==> src/rtl/axi_lite_pkg.sv <==
// Shared AXI4-Lite definitions used by the register slaves and the on-chip self-test master.
package axi_lite_pkg;

    localparam logic [1:0] RESP_OKAY   = 2'b00;
    localparam logic [1:0] RESP_EXOKAY = 2'b01;
    localparam logic [1:0] RESP_SLVERR = 2'b10;
    localparam logic [1:0] RESP_DECERR = 2'b11;

    typedef enum logic [2:0] {
        ST_IDLE = 3'd0,
        ST_WR   = 3'd1,
        ST_WB   = 3'd2,
        ST_RA   = 3'd3,
        ST_RD   = 3'd4,
        ST_NEXT = 3'd5,
        ST_FIN  = 3'd6
    } selftest_state_t;

    function automatic logic resp_is_okay(input logic [1:0] resp);
        return (resp == RESP_OKAY);
    endfunction

endpackage

==> src/rtl/axi_lite_selftest_pattern_gen.sv <==
// Word index plus incrementally stepped address/pattern for the self-test master.
module axi_lite_selftest_pattern_gen
    import axi_lite_pkg::*;
#(
    parameter int                      C_ADDR_WIDTH  = 32,
    parameter int                      C_DATA_WIDTH  = 32,
    parameter int                      C_NUM_WORDS   = 4,
    parameter int                      C_ADDR_STRIDE = 4,
    parameter logic [C_DATA_WIDTH-1:0] C_PATTERN_INC = 32'h9E3779B9
) (
    input  logic                    clk_i,
    input  logic                    rst_ni,
    input  logic                    load_i,
    input  logic                    step_i,
    input  logic                    restart_i,
    input  logic [C_ADDR_WIDTH-1:0] base_i,
    input  logic [C_DATA_WIDTH-1:0] seed_i,
    output logic [C_ADDR_WIDTH-1:0] addr_o,
    output logic [C_DATA_WIDTH-1:0] data_o,
    output logic                    last_o
);

    localparam int IW = (C_NUM_WORDS > 1) ? $clog2(C_NUM_WORDS) : 1;

    logic [IW-1:0]           idx_q,  idx_d;
    logic [C_ADDR_WIDTH-1:0] addr_q, addr_d;
    logic [C_DATA_WIDTH-1:0] data_q, data_d;
    logic [C_ADDR_WIDTH-1:0] base_q, base_d;
    logic [C_DATA_WIDTH-1:0] seed_q, seed_d;

    // Next index/address/pattern: load from ports, rewind to the stored origin, or step by one word.
    always_comb begin
        idx_d  = idx_q;
        addr_d = addr_q;
        data_d = data_q;
        base_d = base_q;
        seed_d = seed_q;
        if (load_i) begin
            base_d = base_i;
            seed_d = seed_i;
            idx_d  = '0;
            addr_d = base_i;
            data_d = seed_i;
        end else if (restart_i) begin
            idx_d  = '0;
            addr_d = base_q;
            data_d = seed_q;
        end else if (step_i) begin
            idx_d  = idx_q + IW'(1);
            addr_d = addr_q + C_ADDR_WIDTH'(C_ADDR_STRIDE);
            data_d = data_q + C_PATTERN_INC;
        end else begin
            idx_d  = idx_q;
        end
    end

    // Generator state register.
    always_ff @(posedge clk_i or negedge rst_ni) begin
        if (!rst_ni) begin
            idx_q  <= '0;
            addr_q <= '0;
            data_q <= '0;
            base_q <= '0;
            seed_q <= '0;
        end else begin
            idx_q  <= idx_d;
            addr_q <= addr_d;
            data_q <= data_d;
            base_q <= base_d;
            seed_q <= seed_d;
        end
    end

    assign addr_o = addr_q;
    assign data_o = data_q;
    assign last_o = (idx_q == IW'(C_NUM_WORDS - 1));

endmodule

==> src/rtl/axi_lite_reg_selftest_master.sv <==
// AXI4-Lite master that writes a generated pattern to a register slave, reads it back and
// reports response/data errors, first-error details and handshake timeouts.
module axi_lite_reg_selftest_master
    import axi_lite_pkg::*;
#(
    parameter int                      C_ADDR_WIDTH     = 32,
    parameter int                      C_DATA_WIDTH     = 32,
    parameter int                      C_NUM_WORDS      = 4,
    parameter int                      C_ADDR_STRIDE    = 4,
    parameter logic [C_DATA_WIDTH-1:0] C_PATTERN_INC    = 32'h9E3779B9,
    parameter int                      C_TIMEOUT_CYCLES = 1023,
    parameter int                      C_ERR_CNT_W      = 8
) (
    input  logic                        ACLK,
    input  logic                        ARESETN,
    input  logic                        start,
    input  logic                        mode,
    input  logic [C_ADDR_WIDTH-1:0]     base_addr,
    input  logic [C_DATA_WIDTH-1:0]     seed,
    output logic                        busy,
    output logic                        done,
    output logic                        pass,
    output logic                        timeout,
    output logic [C_ERR_CNT_W-1:0]      err_count,
    output logic [C_ADDR_WIDTH-1:0]     first_err_addr,
    output logic [C_DATA_WIDTH-1:0]     first_err_data,
    output logic [C_ADDR_WIDTH-1:0]     m_axi_awaddr,
    output logic [2:0]                  m_axi_awprot,
    output logic                        m_axi_awvalid,
    input  logic                        m_axi_awready,
    output logic [C_DATA_WIDTH-1:0]     m_axi_wdata,
    output logic [C_DATA_WIDTH/8-1:0]   m_axi_wstrb,
    output logic                        m_axi_wvalid,
    input  logic                        m_axi_wready,
    input  logic [1:0]                  m_axi_bresp,
    input  logic                        m_axi_bvalid,
    output logic                        m_axi_bready,
    output logic [C_ADDR_WIDTH-1:0]     m_axi_araddr,
    output logic [2:0]                  m_axi_arprot,
    output logic                        m_axi_arvalid,
    input  logic                        m_axi_arready,
    input  logic [C_DATA_WIDTH-1:0]     m_axi_rdata,
    input  logic [1:0]                  m_axi_rresp,
    input  logic                        m_axi_rvalid,
    output logic                        m_axi_rready
);

    localparam int TCW = $clog2(C_TIMEOUT_CYCLES + 1);

    selftest_state_t state_q, state_d;
    logic mode_q, mode_d;
    logic rd_phase_q, rd_phase_d;
    logic awvalid_q, awvalid_d;
    logic wvalid_q, wvalid_d;
    logic bready_q, bready_d;
    logic arvalid_q, arvalid_d;
    logic rready_q, rready_d;
    logic [TCW-1:0] tcnt_q, tcnt_d;

    logic                    busy_q, busy_d;
    logic                    done_q, done_d;
    logic                    pass_q, pass_d;
    logic                    timeout_q, timeout_d;
    logic [C_ERR_CNT_W-1:0]  err_count_q, err_count_d;
    logic [C_ADDR_WIDTH-1:0] fea_q, fea_d;
    logic [C_DATA_WIDTH-1:0] fed_q, fed_d;

    logic                    start_acc_s;
    logic                    gen_load_s, gen_step_s, gen_restart_s, gen_last_s;
    logic [C_ADDR_WIDTH-1:0] gen_addr_s;
    logic [C_DATA_WIDTH-1:0] gen_data_s;
    logic [1:0]              err_inc_s;
    logic [C_DATA_WIDTH-1:0] err_data_s;
    logic                    fin_s;
    logic                    wait_s;
    logic                    to_hit_s;
    logic [C_ERR_CNT_W:0]    err_sum_s;

    // busy is low only in IDLE and FIN, so a start is never taken mid-run.
    assign start_acc_s = start && !busy_q;

    axi_lite_selftest_pattern_gen #(
        .C_ADDR_WIDTH (C_ADDR_WIDTH),
        .C_DATA_WIDTH (C_DATA_WIDTH),
        .C_NUM_WORDS  (C_NUM_WORDS),
        .C_ADDR_STRIDE(C_ADDR_STRIDE),
        .C_PATTERN_INC(C_PATTERN_INC)
    ) u_gen (
        .clk_i    (ACLK),
        .rst_ni   (ARESETN),
        .load_i   (gen_load_s),
        .step_i   (gen_step_s),
        .restart_i(gen_restart_s),
        .base_i   (base_addr),
        .seed_i   (seed),
        .addr_o   (gen_addr_s),
        .data_o   (gen_data_s),
        .last_o   (gen_last_s)
    );

    // Sequencer: next state, channel VALID/READY levels, generator control and per-beat error count.
    always_comb begin
        state_d       = state_q;
        mode_d        = mode_q;
        rd_phase_d    = rd_phase_q;
        awvalid_d     = awvalid_q;
        wvalid_d      = wvalid_q;
        bready_d      = bready_q;
        arvalid_d     = arvalid_q;
        rready_d      = rready_q;
        gen_load_s    = 1'b0;
        gen_step_s    = 1'b0;
        gen_restart_s = 1'b0;
        err_inc_s     = 2'd0;
        err_data_s    = '0;
        fin_s         = 1'b0;
        case (state_q)
            ST_WR: begin
                if (awvalid_q && m_axi_awready) begin
                    awvalid_d = 1'b0;
                end else begin
                    awvalid_d = awvalid_q;
                end
                if (wvalid_q && m_axi_wready) begin
                    wvalid_d = 1'b0;
                end else begin
                    wvalid_d = wvalid_q;
                end
                if (!awvalid_d && !wvalid_d) begin
                    state_d  = ST_WB;
                    bready_d = 1'b1;
                end else begin
                    state_d  = ST_WR;
                end
            end
            ST_WB: begin
                if (m_axi_bvalid) begin
                    bready_d  = 1'b0;
                    err_inc_s = resp_is_okay(m_axi_bresp) ? 2'd0 : 2'd1;
                    if (mode_q) begin
                        state_d = ST_NEXT;
                    end else begin
                        state_d   = ST_RA;
                        arvalid_d = 1'b1;
                    end
                end else begin
                    state_d = ST_WB;
                end
            end
            ST_RA: begin
                if (m_axi_arready) begin
                    arvalid_d = 1'b0;
                    rready_d  = 1'b1;
                    state_d   = ST_RD;
                end else begin
                    state_d   = ST_RA;
                end
            end
            ST_RD: begin
                if (m_axi_rvalid) begin
                    rready_d   = 1'b0;
                    // A bad response and a data mismatch on one beat are two separate errors.
                    err_inc_s  = {1'b0, !resp_is_okay(m_axi_rresp)} +
                                 {1'b0, (m_axi_rdata != gen_data_s)};
                    err_data_s = m_axi_rdata;
                    state_d    = ST_NEXT;
                end else begin
                    state_d    = ST_RD;
                end
            end
            ST_NEXT: begin
                if (gen_last_s) begin
                    if (mode_q && !rd_phase_q) begin
                        gen_restart_s = 1'b1;
                        rd_phase_d    = 1'b1;
                        arvalid_d     = 1'b1;
                        state_d       = ST_RA;
                    end else begin
                        fin_s   = 1'b1;
                        state_d = ST_FIN;
                    end
                end else begin
                    gen_step_s = 1'b1;
                    if (mode_q && rd_phase_q) begin
                        arvalid_d = 1'b1;
                        state_d   = ST_RA;
                    end else begin
                        awvalid_d = 1'b1;
                        wvalid_d  = 1'b1;
                        state_d   = ST_WR;
                    end
                end
            end
            ST_FIN: begin
                state_d = ST_IDLE;
            end
            default: begin
                state_d = ST_IDLE;
            end
        endcase
        if (start_acc_s) begin
            state_d    = ST_WR;
            mode_d     = mode;
            rd_phase_d = 1'b0;
            awvalid_d  = 1'b1;
            wvalid_d   = 1'b1;
            gen_load_s = 1'b1;
        end else begin
            mode_d     = mode_q;
        end
    end

    // Per-handshake wait counter: restarts whenever the FSM changes state, saturates at the limit.
    always_comb begin
        wait_s = ((state_q == ST_WR) || (state_q == ST_WB) ||
                  (state_q == ST_RA) || (state_q == ST_RD)) && (state_d == state_q);
        if (wait_s) begin
            tcnt_d = (tcnt_q == TCW'(C_TIMEOUT_CYCLES)) ? tcnt_q : tcnt_q + TCW'(1);
        end else begin
            tcnt_d = '0;
        end
        to_hit_s = wait_s && (tcnt_q == TCW'(C_TIMEOUT_CYCLES - 1));
    end

    // Status next-state: run flags, saturating error count and first-error capture.
    always_comb begin
        busy_d      = busy_q;
        done_d      = done_q;
        pass_d      = pass_q;
        timeout_d   = timeout_q;
        err_count_d = err_count_q;
        fea_d       = fea_q;
        fed_d       = fed_q;
        err_sum_s   = {1'b0, err_count_q} + (C_ERR_CNT_W + 1)'(err_inc_s);
        if (start_acc_s) begin
            busy_d      = 1'b1;
            done_d      = 1'b0;
            pass_d      = 1'b0;
            timeout_d   = 1'b0;
            err_count_d = '0;
            fea_d       = '0;
            fed_d       = '0;
        end else begin
            if (err_inc_s != 2'd0) begin
                err_count_d = err_sum_s[C_ERR_CNT_W] ? '1 : err_sum_s[C_ERR_CNT_W-1:0];
                if (err_count_q == '0) begin
                    fea_d = gen_addr_s;
                    fed_d = err_data_s;
                end else begin
                    fea_d = fea_q;
                end
            end else begin
                err_count_d = err_count_q;
            end
            if (to_hit_s) begin
                timeout_d = 1'b1;
                done_d    = 1'b1;
                pass_d    = 1'b0;
            end else begin
                timeout_d = timeout_q;
            end
            if (fin_s) begin
                busy_d = 1'b0;
                done_d = 1'b1;
                pass_d = (err_count_q == '0) && !timeout_q;
            end else begin
                busy_d = busy_q;
            end
        end
    end

    // All sequencer and status registers.
    always_ff @(posedge ACLK or negedge ARESETN) begin
        if (!ARESETN) begin
            state_q     <= ST_IDLE;
            mode_q      <= 1'b0;
            rd_phase_q  <= 1'b0;
            awvalid_q   <= 1'b0;
            wvalid_q    <= 1'b0;
            bready_q    <= 1'b0;
            arvalid_q   <= 1'b0;
            rready_q    <= 1'b0;
            tcnt_q      <= '0;
            busy_q      <= 1'b0;
            done_q      <= 1'b0;
            pass_q      <= 1'b0;
            timeout_q   <= 1'b0;
            err_count_q <= '0;
            fea_q       <= '0;
            fed_q       <= '0;
        end else begin
            state_q     <= state_d;
            mode_q      <= mode_d;
            rd_phase_q  <= rd_phase_d;
            awvalid_q   <= awvalid_d;
            wvalid_q    <= wvalid_d;
            bready_q    <= bready_d;
            arvalid_q   <= arvalid_d;
            rready_q    <= rready_d;
            tcnt_q      <= tcnt_d;
            busy_q      <= busy_d;
            done_q      <= done_d;
            pass_q      <= pass_d;
            timeout_q   <= timeout_d;
            err_count_q <= err_count_d;
            fea_q       <= fea_d;
            fed_q       <= fed_d;
        end
    end

    assign busy           = busy_q;
    assign done           = done_q;
    assign pass           = pass_q;
    assign timeout        = timeout_q;
    assign err_count      = err_count_q;
    assign first_err_addr = fea_q;
    assign first_err_data = fed_q;

    assign m_axi_awaddr  = gen_addr_s;
    assign m_axi_awprot  = 3'b000;
    assign m_axi_awvalid = awvalid_q;
    assign m_axi_wdata   = gen_data_s;
    assign m_axi_wstrb   = '1;
    assign m_axi_wvalid  = wvalid_q;
    assign m_axi_bready  = bready_q;
    assign m_axi_araddr  = gen_addr_s;
    assign m_axi_arprot  = 3'b000;
    assign m_axi_arvalid = arvalid_q;
    assign m_axi_rready  = rready_q;

endmodule

==> config.mk <==
export PLATFORM = sky130hd
export DESIGN_NAME = axi_lite_reg_selftest_master
export DESIGN_NICKNAME = d
export VERILOG_FILES = /design/src/rtl/axi_lite_pkg.sv /design/src/rtl/axi_lite_selftest_pattern_gen.sv /design/src/rtl/axi_lite_reg_selftest_master.sv
export SDC_FILE = /design/constraint.sdc
export NUM_CORES = 1
export LEC_CHECK = 0
export BUFFER_PORTS_ARGS = -buffer_cell sky130_fd_sc_hd__buf_2
export CAP_MARGIN = 5
export CORE_ASPECT_RATIO = 1.25
export CORE_UTILIZATION = 40
export DETAILED_ROUTE_END_ITERATION = 8
export GPL_ROUTABILITY_DRIVEN = 0
export PLACE_DENSITY = 0.65
export SYNTH_ARGS = -nofsm -noshare
export SYNTH_HDL_FRONTEND = slang
export SYNTH_SLANG_ARGS = --single-unit
==> constraint.sdc <==
create_clock -name ACLK -period 3.2 [get_ports ACLK]
set_input_delay 0.32 -clock ACLK [delete_from_list [all_inputs] [get_ports ACLK]]
set_output_delay 0.32 -clock ACLK [all_outputs]
set_load 0.02 [all_outputs]
### After elaboration in Yosys (flattened, before gate mapping)

Index checks and enable logic that the tools add are counted.

* register bits after elaboration: 226
* output and inout bits: 187
* word-level logic and storage cells: 168

* add/sub/neg operators: 6
* equal/unequal tests: 20
* muxes and demuxes: 80
* reductions and logical operators: 41

Operator list (number)
* 2-to-1 mux 32 bit: 14
* 2-to-1 mux 1 bit: 42
* adder 32 x 3 -> 32 bit (second input constant): 1
* adder 32 bit (second input constant): 1
* inequality test 32 bit: 1
* 2-to-1 mux 8 bit: 3
* == test 10 bit (second input constant): 2
* 2-to-1 mux 10 bit: 2
* nonzero test 2 bit: 10
* 2-to-1 mux 3 bit: 6
* case mux 3 bit (5 select lines): 1
* 2-to-1 mux 2 bit: 6
* inequality test 2 bit (second input constant): 6
* inequality test 3 bit (second input constant): 4
* AND reduction 3 bit: 4
* nonzero test 3 bit: 4
* adder 10 x 1 -> 10 bit (second input constant): 1
* adder 8 x 2 -> 9 bit: 1
* logical AND 1 bit: 9
* logical NOT 8 bit: 1
* case mux 1 bit (2 select lines): 4
* == test 3 x 2 -> 1 bit (second input constant): 2
* == test 3 bit (second input constant): 2
* logical NOT 1 bit: 6
* other kinds (11): 14

### Logic depth before layout (Yosys ltp)

* word-level depth: 14
* depth in mapped cells: 17

### Cells and area by module

From an unflattened synthesis, not the netlist that was laid out.

* cells, all modules: 1178
* area, all modules: 11933.9 µm²

Modules (own cells, without submodules)
* axi_lite_selftest_pattern_gen: times used 1, cells each 720, area each 6920.4 µm², sequential area each 3253.1 µm²
* axi_lite_reg_selftest_master: times used 1, cells each 458, area each 5013.6 µm², sequential area each 2402.3 µm²

### Worst setup path before layout

Ideal clock, no wire load.

* path kind: flip-flop to flip-flop
* start: reg u_gen.data_q[15] (netlist: u_gen.data_o[15])
* end: reg err_count_q[5] (netlist: err_count[5])
* data arrival time: 3311 ps
* path slack: -211 ps
* cell stages (with the launch flop): 17
* path buffers: 1
* clock period less this slack: 3411 ps
* cell sequence: dfrtp_1 -> clkbuf_1 -> xnor2_1 -> nand4_1 -> nor4_1 -> nand2_1 -> ha_1 -> nand2_1 -> o21ai_0 -> ha_1 -> inv_1 -> fa_1 -> and3b_1 -> and3_1 -> nand3_1 -> and2_1 -> a311oi_1

* longest elaborated chain between the ends: 8
* elaborated cells between the ends (all ways): 10
* those cells by class: 2 x add/sub; 1 x eq/ne; 5 x mux; 2 x reduce/logical

Ends and longest elaborated chain
* from (decl): RTL line axi_lite_selftest_pattern_gen.sv:27 `logic [C_DATA_WIDTH-1:0] data_q, data_d;`
* from (signal assigned): RTL line axi_lite_selftest_pattern_gen.sv:68 `data_q <= data_d;`
* inequality test 32 bit *: RTL line axi_lite_reg_selftest_master.sv:164 `{1'b0, (m_axi_rdata != gen_data_s)};`
* adder 1 x 1 -> 2 bit *: RTL line axi_lite_reg_selftest_master.sv:163 `err_inc_s = {1'b0, !resp_is_okay(m_axi_rresp)} +`
* 2-to-1 mux 2 bit *: RTL line axi_lite_reg_selftest_master.sv:160 `if (m_axi_rvalid) begin`
* case mux 2 bit (2 select lines) *: RTL line axi_lite_reg_selftest_master.sv:117 `case (state_q)`
* adder 8 x 2 -> 9 bit: RTL line axi_lite_reg_selftest_master.sv:234 `err_sum_s = {1'b0, err_count_q} + (C_ERR_CNT_W + 1)'(err_inc_s);`
* 2-to-1 mux 8 bit: RTL line axi_lite_reg_selftest_master.sv:245 `err_count_d = err_sum_s[C_ERR_CNT_W] ? '1 : err_sum_s[C_ERR_CNT_W-1:0];`
* 2-to-1 mux 8 bit: RTL line axi_lite_reg_selftest_master.sv:244 `if (err_inc_s != 2'd0) begin`
* 2-to-1 mux 8 bit: RTL line axi_lite_reg_selftest_master.sv:235 `if (start_acc_s) begin`
* to (signal assigned): RTL line axi_lite_reg_selftest_master.sv:305 `err_count_q <= err_count_d;`
* to (decl): RTL line axi_lite_reg_selftest_master.sv:64 `logic [C_ERR_CNT_W-1:0] err_count_q, err_count_d;`

Mark *: on every way between the ends. The rest lies on a longest branch, timed or not. The select of a mux whose other input is x is not followed.
A chain may end at the register's enable or synchronous reset.

### Final worst setup path

* start: reg u_gen.data_q[1] (netlist: u_gen.data_o[1])
* end: reg err_count_q[5] (netlist: err_count[5])

The elaborated chain is that of the path after synthesis.

==> metrics.csv <==
metric;value;unit
status;finished, violations left;
violations in the final reports;setup timing;
wire length of the first global-routing pass;61200;um
number of library cell types mapped by synthesis;87;
Slew @ Worst Pin;0.875;ns
post-synthesis async set-or-reset flop share;1.00;
fin crit period;3.28;ns
share of synthesized cell area in full adder, half adder and majority cells;0.00996;
minimum setup slack in the final design;-0.0848;ns
Final setup violation count;4;
fin. max-slew vios;0;
kind of path behind the tightest hold check;input pin to flip-flop;
area of the die;0.0308;mm^2
clock transition time at the flip-flop clock pins of the worst setup and hold paths;0.06;ns
synthesized-area fraction occupied by ao, oa, aoi and oai cells;0.186;
detail-routed via count per cell;5.56;
arrival time worst endpoint;3.72;ns
layout overhead on the synthesized area;23.2;%
main combinational cell family by area after synthesis;simple AND/OR/NAND/NOR gates;
kind of end point of the critical path;flip-flop;
maximum clock frequency;304;MHz
worst slew margin relative to its limit;0.415;
Static Leakage;7.10;nW
final clock skew;0.0128;ns
global-route total usage across every layer;0.259;
ranking of synthesized cells by area;sky130_fd_sc_hd__dfrtp_1, sky130_fd_sc_hd__nand2_1, sky130_fd_sc_hd__o21ai_0, sky130_fd_sc_hd__xnor2_1, sky130_fd_sc_hd__buf_4;
sequential cell area fraction in the yosys report;0.469;
HPWL after detailed placement;29100;um
Fin Hold WS;0.00949;ns
XOR/XNOR share of the synthesized area;0.0472;
DP Cell Count;1965;
GR Overflow Total;0;
Die X;157;um
number of optimization iterations in the first detailed-route pass;6;
total power draw;13.9;mW
Final period util;1.03;
cell row count;70;
Synth Flop Type;sky130_fd_sc_hd__dfrtp_1;
number of buffers on the longest clock path;3;
via count of the first global-routing pass;10700;
critical setup path kind;flip-flop to flip-flop;
Cells after Synth;1345;
clock latency reported for the late side of the worst-skew pair;0.52;ns
maximum net fanout on the critical path;5;
initial antenna violation count;3;
First DRT Iteration DRCs;955;
proportion of netlist area held by the largest area contributor;0.469;
Root Driver;sky130_fd_sc_hd__clkbuf_16;
height of the chip;196;um
power density relative to cell area;935;mW/mm^2
Warnings, synthesis;0;
nets;1717;
maxcap violations;0;
total negative setup slack;-0.244;ns
largest net degree at the start of global routing;95;
mux cell area share after synthesis;0.00436;
RSZ-0062 raised after global routing;true;
Initial Util;0.410;
Finished Layout Cells;2015;
core outline area;0.0294;mm^2
number of H-tree levels;1;
cts bufs inserted;25;
number of I/O pins;296;
Critical Path Start Type;flip-flop;
Max VDD drop;583;uV
TritonCTS clock tree;done;
Cell Area, Synth;0.0121;mm^2
Port Buf Inserts;285;
utilization of the core after routing;0.505;
detail-routed net length per standard cell;20.0;um
CP required;3.63;ns
most area-hungry cell type in the Yosys netlist;sky130_fd_sc_hd__dfrtp_1;
number of register bits inferred by synthesis;226;
routed vias;11200;
Avg Inst Size Synth;8.96;um^2
final hold violation count;0;
number of sinks on the clock net;226;
post-route DRC violation count;0;
fraction of layout cells with a size suffix above 1;0.286;
antenna-violating nets left;0;
count of flip-flops with a built-in enable after synthesis;0;
simple logic cell fraction of the synthesized area;0.214;
total detailed-routing wirelength;40300;um
[worst max-delay path: stages (launching register included)]
cell and delay, ns:
sky130_fd_sc_hd__dfrtp_1 0.41, sky130_fd_sc_hd__xnor2_2 0.19, sky130_fd_sc_hd__nand4_1 0.14, sky130_fd_sc_hd__nor4_2 0.33
sky130_fd_sc_hd__nand2_2 0.18, sky130_fd_sc_hd__ha_4 0.31, sky130_fd_sc_hd__nand2_2 0.04, sky130_fd_sc_hd__o21ai_2 0.07
sky130_fd_sc_hd__ha_2 0.21, sky130_fd_sc_hd__inv_2 0.04, sky130_fd_sc_hd__fa_2 0.33, sky130_fd_sc_hd__and3b_2 0.25
sky130_fd_sc_hd__and3_4 0.20, sky130_fd_sc_hd__nand3_4 0.08, sky130_fd_sc_hd__and2_4 0.18, sky130_fd_sc_hd__a311oi_1 0.24
[synthesized netlist by cell type (8+ instances only)]
cell and number:
sky130_fd_sc_hd__a21oi_1 63, sky130_fd_sc_hd__a221o_1 9, sky130_fd_sc_hd__a22o_1 29, sky130_fd_sc_hd__a22oi_1 20, sky130_fd_sc_hd__a31oi_1 16, sky130_fd_sc_hd__buf_2 33
sky130_fd_sc_hd__buf_4 46, sky130_fd_sc_hd__clkbuf_1 46, sky130_fd_sc_hd__dfrtp_1 226, sky130_fd_sc_hd__ha_1 8, sky130_fd_sc_hd__inv_1 14, sky130_fd_sc_hd__nand2_1 348
sky130_fd_sc_hd__nand3_1 21, sky130_fd_sc_hd__nand4_1 23, sky130_fd_sc_hd__nor2_1 64, sky130_fd_sc_hd__nor2b_1 9, sky130_fd_sc_hd__nor3_1 23, sky130_fd_sc_hd__o21ai_0 90
sky130_fd_sc_hd__o221ai_1 25, sky130_fd_sc_hd__xnor2_1 46, sky130_fd_sc_hd__xor2_1 19
[where the power goes]
group | internal [mW] | switching (mW)
logic | 2.32 | 3.74
clock network | 1.76 | 1.18
registers | 3.90 | 0.996
total | 7.97 | 5.92
[per-stage QoR]
stage | cell area [um^2] | setup WS, ns
finish | 14900 | -0.0848
CTS | 14800 | -0.113
global route | 14900 | -0.249
detailed placement | 13900 | -0.482
global placement | 13900 | -0.432
floorplan | 12200 | 0.000572
[timing repair]
action	4_1_cts	5_1_grt
setup endpoints to repair	7	7
buffers inserted	0	1
resized for setup	16	5
hold buffers	2	0
pin swaps	16	3
endpoints found under the hold margin	90	0
gates cloned	0	0
[path summary, 6_finish.rpt]
check | from | to | slack, ns | cells after the start
min in group asynchronous | ARESETN | first_err_data[14] | 0.42 | 2
worst min register to register | u_gen.base_q[0] | u_gen.base_q[0] | 0.47 | 2
worst max-delay path | u_gen.data_o[1] | err_count[5] | -0.08 | 15
max in group asynchronous | ARESETN | u_gen.base_q[29] | 1.87 | 3
worst max register to register | u_gen.data_o[1] | err_count[5] | -0.08 | 15
worst min-delay path | base_addr[3] | u_gen.base_q[3] | 0.009 | 3
[sequential cells by signal, summed over array words and instances (netlist names)]
signal / cells
mode_q: 1
m_axi_arvalid: 1
pass: 1
u_gen.idx_q: 2
u_gen.addr_o: 32
err_count: 8
m_axi_bready: 1
tcnt_q: 10
state_q: 3
first_err_data: 32
busy: 1
timeout: 1
m_axi_wvalid: 1
rd_phase_q: 1
m_axi_awvalid: 1
u_gen.data_o: 32
done: 1
first_err_addr: 32
u_gen.base_q: 32
m_axi_rready: 1
u_gen.seed_q: 32
[placed cells by master (no fill, tap or decap), types with 6 or more instances in the layout]
cell type                     n
sky130_fd_sc_hd__a211oi_1     7
sky130_fd_sc_hd__a21oi_1     63
sky130_fd_sc_hd__a221o_1      9
sky130_fd_sc_hd__a22o_1      29
sky130_fd_sc_hd__a22oi_1     20
sky130_fd_sc_hd__a31oi_1     16
sky130_fd_sc_hd__and3_1       6
sky130_fd_sc_hd__and4_1       7
sky130_fd_sc_hd__buf_2      284
sky130_fd_sc_hd__buf_4       64
sky130_fd_sc_hd__clkbuf_16   25
sky130_fd_sc_hd__clkbuf_8     7
sky130_fd_sc_hd__conb_1      10
sky130_fd_sc_hd__dfrtp_1    216
sky130_fd_sc_hd__dfrtp_2     10
sky130_fd_sc_hd__ha_1         6
sky130_fd_sc_hd__inv_1       13
sky130_fd_sc_hd__nand2_1    346
sky130_fd_sc_hd__nand3_1     20
sky130_fd_sc_hd__nand4_1     23
sky130_fd_sc_hd__nor2_1      63
sky130_fd_sc_hd__nor2b_1      8
sky130_fd_sc_hd__nor3_1      23
sky130_fd_sc_hd__o211ai_1     6
sky130_fd_sc_hd__o21ai_0     89
sky130_fd_sc_hd__o21ai_1      7
sky130_fd_sc_hd__o221ai_1    25
sky130_fd_sc_hd__xnor2_1     39
sky130_fd_sc_hd__xnor2_2      7
sky130_fd_sc_hd__xor2_1      19
[metal layers]
| layer | vias up | global-route usage | part of all wire |
|---|---|---|---|
| met3 | 73 | 0.0364 | 0.066 |
| met1 | 5477 | 0.342 | 0.42 |
| met5 | - | 0 | 0.00030 |
| met2 | 466 | 0.435 | 0.49 |
| li1 | 5181 | - | - |
| met4 | 2 | 0.0852 | 0.030 |
[cell type report]
class / count / area, um^2
Inverter: 14 / 52.6
Sequential cell: 226 / 5670
Clock buffer: 37 / 741
Clock inverter: 8 / 96.3
Timing Repair Buffer: 356 / 2040
Fill cell: 2807 / 14600
Tap cell: 396 / 495
Multi-Input combinational cell: 976 / 5760
Antenna cell: 2 / 5.00
[kinds of logic after synthesis]
logic type	count (synthesis)
xor+xnor	65
mux	5
fa+ha+maj	9
other cells	2
flops	226
buf+inv	151
simple gates	558
compound gates	329
(Power assumes the default switching activity.)
